$ cat src/rtl/lsu_pkg.sv
// Shared load/store unit definitions: funct3 encodings, load fault causes,
// load FSM states and the load legality/alignment classifier.
package lsu_pkg;

    localparam logic [2:0] F3_LB  = 3'b000;
    localparam logic [2:0] F3_LH  = 3'b001;
    localparam logic [2:0] F3_LW  = 3'b010;
    localparam logic [2:0] F3_LBU = 3'b100;
    localparam logic [2:0] F3_LHU = 3'b101;

    localparam logic [1:0] CAUSE_NONE     = 2'b00;
    localparam logic [1:0] CAUSE_MISALIGN = 2'b01;
    localparam logic [1:0] CAUSE_ILLEGAL  = 2'b10;
    localparam logic [1:0] CAUSE_TIMEOUT  = 2'b11;

    typedef enum logic [2:0] {
        ST_IDLE  = 3'd0,
        ST_REQ   = 3'd1,
        ST_WAIT  = 3'd2,
        ST_DONE  = 3'd3,
        ST_FAULT = 3'd4
    } ld_state_t;

    // Classify a load at accept time; illegal encodings take precedence
    // over alignment since an unknown funct3 has no defined access size.
    function automatic logic [1:0] load_check(input logic [2:0] f3,
                                              input logic [1:0] offset);
        logic [1:0] cause;
        cause = CAUSE_NONE;
        case (f3)
            F3_LB, F3_LBU: cause = CAUSE_NONE;
            F3_LH, F3_LHU: cause = offset[0] ? CAUSE_MISALIGN : CAUSE_NONE;
            F3_LW:         cause = (offset != 2'b00) ? CAUSE_MISALIGN : CAUSE_NONE;
            default:       cause = CAUSE_ILLEGAL;
        endcase
        return cause;
    endfunction

endpackage

$ cat src/rtl/load_align_extend.sv
// Selects the addressed byte/halfword of a read word and sign- or
// zero-extends it according to the load funct3. Purely combinational.
module load_align_extend
    import lsu_pkg::*;
(
    input  logic [31:0] word,
    input  logic [1:0]  offset,
    input  logic [2:0]  funct3,
    output logic [31:0] result
);

    logic signed [7:0]  byte_sel;
    logic signed [15:0] half_sel;

    // Lane select followed by extension; LW and unknown encodings pass the word.
    always_comb begin
        byte_sel = 8'sd0;
        half_sel = 16'sd0;
        result   = word;
        case (offset)
            2'd0:    byte_sel = word[7:0];
            2'd1:    byte_sel = word[15:8];
            2'd2:    byte_sel = word[23:16];
            default: byte_sel = word[31:24];
        endcase
        half_sel = offset[1] ? word[31:16] : word[15:0];
        case (funct3)
            F3_LB:   result = 32'(byte_sel);
            F3_LBU:  result = {24'd0, byte_sel};
            F3_LH:   result = 32'(half_sel);
            F3_LHU:  result = {16'd0, half_sel};
            default: result = word;
        endcase
    end

endmodule

$ cat src/rtl/load_unit.sv
// Load unit: accepts one load, issues a word-aligned read, waits for data
// (bounded by a timeout) and returns an extended writeback or a fault pulse.
module load_unit
    import lsu_pkg::*;
#(
    parameter int TIMEOUT_CYCLES = 256,
    parameter int CNT_W          = $clog2(TIMEOUT_CYCLES + 1)
) (
    input  logic        clk,
    input  logic        rst,
    input  logic        ld_valid,
    output logic        ld_ready,
    input  logic [31:0] instruction_data,
    input  logic [31:0] data_address,
    output logic        mem_req,
    output logic [31:0] mem_addr,
    input  logic        mem_gnt,
    input  logic        mem_rvalid,
    input  logic [31:0] mem_rdata,
    output logic        wb_valid,
    output logic [4:0]  wb_rd,
    output logic [31:0] wb_data,
    output logic        ld_fault,
    output logic [1:0]  ld_fault_cause
);

    ld_state_t        state;
    logic [CNT_W-1:0] wait_cnt;
    logic [2:0]       f3_q;
    logic [4:0]       rd_q;
    logic [1:0]       off_q;
    logic [1:0]       accept_cause;
    logic [31:0]      ext_result;
    logic             unused_insn_bits;

    assign unused_insn_bits = ^{instruction_data[31:15], instruction_data[6:0]};

    // Ready is a pure function of state so upstream sees it without delay.
    always_comb begin
        ld_ready     = (state == ST_IDLE);
        accept_cause = load_check(instruction_data[14:12], data_address[1:0]);
    end

    // Extraction works on the live read bus so the result can be registered
    // on the same edge that the data arrives.
    load_align_extend u_align (
        .word   (mem_rdata),
        .offset (off_q),
        .funct3 (f3_q),
        .result (ext_result)
    );

    // Load FSM with registered memory request and writeback/fault outputs.
    always_ff @(posedge clk) begin
        if (rst) begin
            state          <= ST_IDLE;
            wait_cnt       <= '0;
            f3_q           <= 3'd0;
            rd_q           <= 5'd0;
            off_q          <= 2'd0;
            mem_req        <= 1'b0;
            mem_addr       <= 32'd0;
            wb_valid       <= 1'b0;
            wb_rd          <= 5'd0;
            wb_data        <= 32'd0;
            ld_fault       <= 1'b0;
            ld_fault_cause <= CAUSE_NONE;
        end else begin
            wb_valid       <= 1'b0;
            ld_fault       <= 1'b0;
            ld_fault_cause <= CAUSE_NONE;
            case (state)
                ST_IDLE: begin
                    if (ld_valid) begin
                        f3_q  <= instruction_data[14:12];
                        rd_q  <= instruction_data[11:7];
                        off_q <= data_address[1:0];
                        if (accept_cause != CAUSE_NONE) begin
                            state          <= ST_FAULT;
                            ld_fault       <= 1'b1;
                            ld_fault_cause <= accept_cause;
                        end else begin
                            state    <= ST_REQ;
                            mem_req  <= 1'b1;
                            mem_addr <= {data_address[31:2], 2'b00};
                        end
                    end
                end
                ST_REQ: begin
                    if (mem_gnt) begin
                        mem_req <= 1'b0;
                        if (mem_rvalid) begin
                            state    <= ST_DONE;
                            wb_valid <= 1'b1;
                            wb_rd    <= rd_q;
                            wb_data  <= ext_result;
                        end else begin
                            state    <= ST_WAIT;
                            wait_cnt <= '0;
                        end
                    end
                end
                ST_WAIT: begin
                    if (mem_rvalid) begin
                        state    <= ST_DONE;
                        wb_valid <= 1'b1;
                        wb_rd    <= rd_q;
                        wb_data  <= ext_result;
                    end else if (wait_cnt == CNT_W'(TIMEOUT_CYCLES - 1)) begin
                        state          <= ST_FAULT;
                        ld_fault       <= 1'b1;
                        ld_fault_cause <= CAUSE_TIMEOUT;
                    end else begin
                        wait_cnt <= wait_cnt + CNT_W'(1);
                    end
                end
                ST_DONE:  state <= ST_IDLE;
                ST_FAULT: state <= ST_IDLE;
                default:  state <= ST_IDLE;
            endcase
        end
    end

endmodule
$ cat config.mk
export PLATFORM = sky130hd
export DESIGN_NAME = load_unit
export DESIGN_NICKNAME = d
export VERILOG_FILES = /design/src/rtl/lsu_pkg.sv /design/src/rtl/load_align_extend.sv /design/src/rtl/load_unit.sv
export SDC_FILE = /design/constraint.sdc
export NUM_CORES = 1
export LEC_CHECK = 0
export CORE_ASPECT_RATIO = 0.75
export CORE_MARGIN = 2
export CORE_UTILIZATION = 45
export DETAILED_ROUTE_END_ITERATION = 10
export GPL_TIMING_DRIVEN = 1
export MAX_ROUTING_LAYER = met4
export PLACE_DENSITY = 0.84
export SYNTH_ARGS = -nofsm -noshare
export SYNTH_HDL_FRONTEND = slang
export SYNTH_SLANG_ARGS = --single-unit
export TNS_END_PERCENT = 30
$ cat constraint.sdc
create_clock -name clk -period 3.3 [get_ports clk]
set_input_delay 0.825 -clock clk [delete_from_list [all_inputs] [get_ports clk]]
set_output_delay 0.825 -clock clk [all_outputs]
set_load 0.01 [all_outputs]
Word level (Yosys, flattened, before mapping)
Index checks and enable logic that the tools add are counted.
{"block": "word_totals", "output_inout_bits": 75, "register_bits": 94}
{"block": "classes", "bitwise_logic": 1, "eq_ne": 19, "mux": 41, "reduce_logical": 16, "addsub": 1}
{"operator": "$pmux W32 S4", "count": 1}
{"operator": "$mux W32", "count": 2}
{"operator": "$pmux W32 S2", "count": 1}
{"operator": "$mux W9", "count": 4}
{"operator": "$pmux W8 S3", "count": 1}
{"operator": "$pmux W9 S2", "count": 1}
{"operator": "$mux W16", "count": 1}
{"operator": "$mux W3", "count": 5}
{"operator": "$eq A3 B3 Y1 const B", "count": 4}
{"operator": "$mux W1", "count": 12}
{"operator": "$ne A2 B2 Y1 const B", "count": 6}
{"operator": "$mux W5", "count": 2}
{"operator": "$pmux W5 S2", "count": 1}
{"operator": "$add A9 B1 Y9 const B", "count": 1}
{"operator": "$eq A3 B1 Y1 const B", "count": 3}
{"operator": "$eq A9 B8 Y1 const B", "count": 1}
{"operator": "$logic_not A3 Y1", "count": 3}
{"operator": "$pmux W3 S3", "count": 1}
{"operator": "$mux W2", "count": 4}
{"operator": "$reduce_bool A2 Y1", "count": 4}
{"operator": "$eq A3 B2 Y1 const B", "count": 2}
{"operator": "$pmux W1 S2", "count": 3}
{"operator": "$pmux W2 S3", "count": 1}
{"operator": "$reduce_and A3 Y1", "count": 2}
{"operator": "other kinds (10)", "count": 12}

Logic depth before layout (Yosys ltp)
{"block": "depth", "ltp_word": 7, "depth_mapped": 8}

Hierarchy
Synthesis repeated with hierarchy kept, for this count alone.
{"block": "unflattened", "cells_unflattened": 539, "hier_area_um2": 4511.8}
{"module": "load_unit", "n_inst": 1, "seq_area_each_um2": 1881.8, "area_per_inst_um2": 3542.1, "cells_per_inst": 406}
{"module": "load_align_extend", "n_inst": 1, "seq_area_each_um2": 0.0, "area_per_inst_um2": 969.7, "cells_per_inst": 133}

Worst setup path after synthesis
OpenSTA, ideal clock, no wires.
{"block": "synth_path", "path_type": "in2reg", "start": "input port mem_rdata[15]", "end": "register wb_data[16]", "n_path_buf": 2, "stages": 6, "setup_slack_ns": 1.287, "arrival_ns": 1.924, "setup_time_ns": 0.088, "path_cell_list": "mux4_2 mux2i_1 or3_1 buf_6 buf_12 a311oi_2"}
{"block": "synth_via", "elab_chain_cells": 5, "word_cells_on_any_way": 6}
{"item": "start: declaration", "line_no": "load_unit.sv:19", "text": "input logic [31:0] mem_rdata,"}
{"item": "$pmux W8 S3 / $mux W16 (equally long branches)", "line_no": "load_align_extend.sv:20, load_align_extend.sv:26"}
{"item": "$pmux W32 S4 (*)", "line_no": "load_align_extend.sv:27", "text": "case (funct3)"}
{"item": "$mux W32 (*)", "line_no": "load_unit.sv:92, load_unit.sv:104"}
{"item": "$mux W32", "line_no": "load_unit.sv:90", "text": "if (mem_gnt) begin"}
{"item": "$pmux W32 S2 (*)", "line_no": "load_unit.sv:72", "text": "case (state)"}
{"item": "end signal: assignment", "line_no": "load_unit.sv:96", "text": "wb_data <= ext_result;"}
{"item": "end signal: assignment", "line_no": "load_unit.sv:108", "text": "wb_data <= ext_result;"}
{"item": "end: declaration", "line_no": "load_unit.sv:22", "text": "output logic [31:0] wb_data,"}
Every way passes the cells marked *; elsewhere a longest branch is shown, timed or not. The select of a mux whose other input is x is not followed.
A chain may end at the register's enable or synchronous reset.

Worst setup path after layout
{"block": "layout_path", "start": "input port mem_rdata[31]", "end": "register wb_data[27]"}
The elaborated chain is that of the path after synthesis.

==> results.toml <==
[layout]
drive_gt1_share_pct = 7.18
fin_cells = 711
fin_util_pct = 66.7
design_area_sq_um = 6010
antenna_cells = 0
final_nets = 698
syn2layout_area_growth_pct = 44.4

[placed_design]
dp.cells = 696
pre_cts_ws_ns = 0.327
gp_congestion = 0.787
post-dp-hpwl_microns = 8240
post_dp_cell_area_sq_um = 5710
port-buffer-count = 149

[synthesis]
ys_async_sr_fraction_pct = 0
ys_ff_latch = 94
postSynthAreaPerCell_sq_um = 9.02
synth_seq_area_share_pct = 45.2
ys.flop_type = "dfxtp_1"
synth_edf_count = 0
synth_cells = 461
synth_cell_types = 53
yosysWarnings = 0
syn_area_sq_um = 4160

[clock_tree]
cts_root_buf = "clkbuf_16"
cts_hold_buf = 0
cts_made_buffers = 9
cts_num_sinks = 94
clk_path_buf_depth = 2
cts_tree = "built"
ctsResizeCount = 0
h-tree-depth = 3
path_clk_slew_ns = 0.06
postCtsSetupBuffers = 0
clock_latency_ns = 0.34

[sta]
post-route-min-period_ns = 2.65
post-route-period-util_pct = 80.4
max_slew_margin_pct = 47.7
max_freq_ghz = 0.377
setup_tns_ns = 0
setup_viol = 0
fin_ws_ns = 0.647
hold_viol = 0
finalClockSkew_ns = 0.00684
rsz0062_at_grt = "false"
drv_slew = 0
holdWs_ns = 0.454
worst_pin_slew_ns = 0.784

[floorplanning]
initial_core_util_pct = 46.2
die_h_microns = 87.3
dieArea_sq_um = 10000
core_sq_um = 9010
ioPinCount = 176
fp-row-count = 30
die_w_microns = 115

[detailed_routing]
vias = 3883
postRouteAntennaNets = 0
drt-wirelength-per-cell_microns = 16.1
initialDrtViolationCount = 305
drc = 0
wirelength_microns = 11400
dr.pass1.iters = 5
routed_via_density = 5.46

[critical_path]
endpoint_kind = "flip-flop"
cp.arrival_ns = 2.83
worst_setup_path_start_kind = "input port"
crit_buf_inv = 1
cpLargestDelayFamily = "multiplexers"
crit_start = "mem_rdata[31]"
worstReg2RegStart = "wait_cnt[0]"
critPathSlowestCell = "or3_1"
crit_required_ns = 3.48
critPathKind = "in2reg"
cpPeakStageDelay_ns = 0.64
crit_chain = "clkdlybuf4s50_1, mux4_2, mux2i_1, or3_1, a311oi_1"
crit_fanout = 16

[global_route]
grt_overflow = 0
grt_max_degree = 47
antenna_found_initial = 0
grt_pass1_vias = 3660
grt_pass1_wl_microns = 17900
gr-usage-all-layers_pct = 23.3

[run]
drv_cap = 0

[pwr]
p_per_area_nw_per_um2 = 472
irDropWorstVdd_mv = 0.443
p_leak_nw = 2.30
fin_total_pwr_mw = 2.84

[status]
status = "complete, no violations"

[hold_path]
hp-class = "reg2reg"
worstHoldStart = "wb_rd[3]"
[worst register-to-register path: stages, from the launching register on]
cell and delay, ns:
dfxtp_1 0.33, ha_1 0.24, nand2_1 0.12, nor3_1 0.07, ha_1 0.22, nor3b_2 0.36, o21ai_0 0.21, or4_1 0.43
a21oi_1 0.16
[synthesized netlist by cell type, drive strengths merged (2+ instances only)]
| cell type | count | area, sq um |
|---|---|---|
| clkbuf | 22 | 83.8 |
| nand3b | 2 | 15.0 |
| nor2 | 69 | 259 |
| o31ai | 2 | 15.0 |
| o211ai | 3 | 22.5 |
| a21oi | 40 | 200 |
| nor4b | 3 | 26.3 |
| mux2i | 47 | 470 |
| or3 | 2 | 12.5 |
| and3 | 2 | 12.5 |
| nand2b | 3 | 18.8 |
| dfxtp | 94 | 1880 |
| a22oi | 8 | 60.1 |
| buf | 16 | 108 |
| a211oi | 8 | 60.1 |
| o221ai | 7 | 61.3 |
| ha | 2 | 25.0 |
| nand2 | 60 | 225 |
| o21a | 2 | 15.0 |
| inv | 6 | 22.5 |
| o21ai | 4 | 20.0 |
| a311oi | 18 | 220 |
| nor2b | 13 | 81.3 |
| xor2 | 4 | 35.0 |
| o2111ai | 2 | 17.5 |
| nor3 | 2 | 10.0 |
[flip-flops by register name, summed over array words and instances (netlist names), 2 cells and up]
| register | flops |
|---|---|
| wb_data | 32 |
| rd_q | 5 |
| ld_fault_cause | 2 |
| off_q | 2 |
| state | 3 |
| mem_addr | 30 |
| wait_cnt | 9 |
| f3_q | 3 |
| wb_rd | 5 |
[report_power, final]
| group | internal [mW] | switching [mW] | total, mW |
|---|---|---|---|
| sequential | 1.20 | 0.0517 | 1.25 |
| combinational | 0.290 | 0.267 | 0.557 |
| clock | 0.588 | 0.440 | 1.03 |
| total | 2.08 | 0.759 | 2.84 |
[worst paths after layout]
check | end | slack, ns | cells past startpoint
min reg2reg | wb_rd[3] | 0.45 | 2
min | wb_rd[3] | 0.45 | 2
max reg2reg | wait_cnt[6] | 1.08 | 8
max | wb_data[27] | 0.65 | 5
[routing by layer]
layer	vias up	GRT usage [%]	part of all wire [%]
met5	-	-	0
met4	0	6.57	1.2
met3	15	6.33	8.3
met2	169	36.2	46
met1	1814	30.1	45
li1	1885	-	-
[area by class of cell]
cell class / count / area, sq um
Inverter: 6 / 22.5
Clock inverter: 6 / 68.8
Tap cell: 112 / 140
Multi-Input combinational cell: 324 / 2090
Fill cell: 708 / 3000
Timing Repair Buffer: 160 / 1580
Sequential cell: 94 / 1880
Clock buffer: 9 / 225
[cells in the final DEF (no fill, tap or decap), drive strengths merged, types with 2 or more instances in the layout]
cell	synthesis	layout
and3	2	2
o21ai	4	4
o2111ai	2	2
buf	16	12
a211oi	8	8
mux2i	47	47
a311oi	18	18
nor4b	3	3
o211ai	3	3
nand2b	3	3
inv	6	8
clkbuf	22	9
dfxtp	94	94
conb	1	2
nor3	2	2
nand2	60	60
o31ai	2	2
clkdlybuf4s50	0	148
a22oi	8	8
clkinv	0	2
xor2	4	4
nand3b	2	2
ha	2	2
a21oi	40	40
o21a	2	2
or3	2	2
o221ai	7	7
nor2b	13	13
nor2	69	69
[cells by family after synthesis]
family                     after synthesis  share of synthesized area [%]
other                                    1                         0.0902
buffers and inverters                   44                           5.14
muxes                                   49                           12.1
AOI/OAI and AO/OA                      102                           18.4
xor gates and xnor gates                 5                           1.05
DFF                                     94                           45.2
and+or+nand+nor                        164                           17.4
adders and majority gates                2                          0.602
Note: power is estimated with default switching activity, not from simulation.
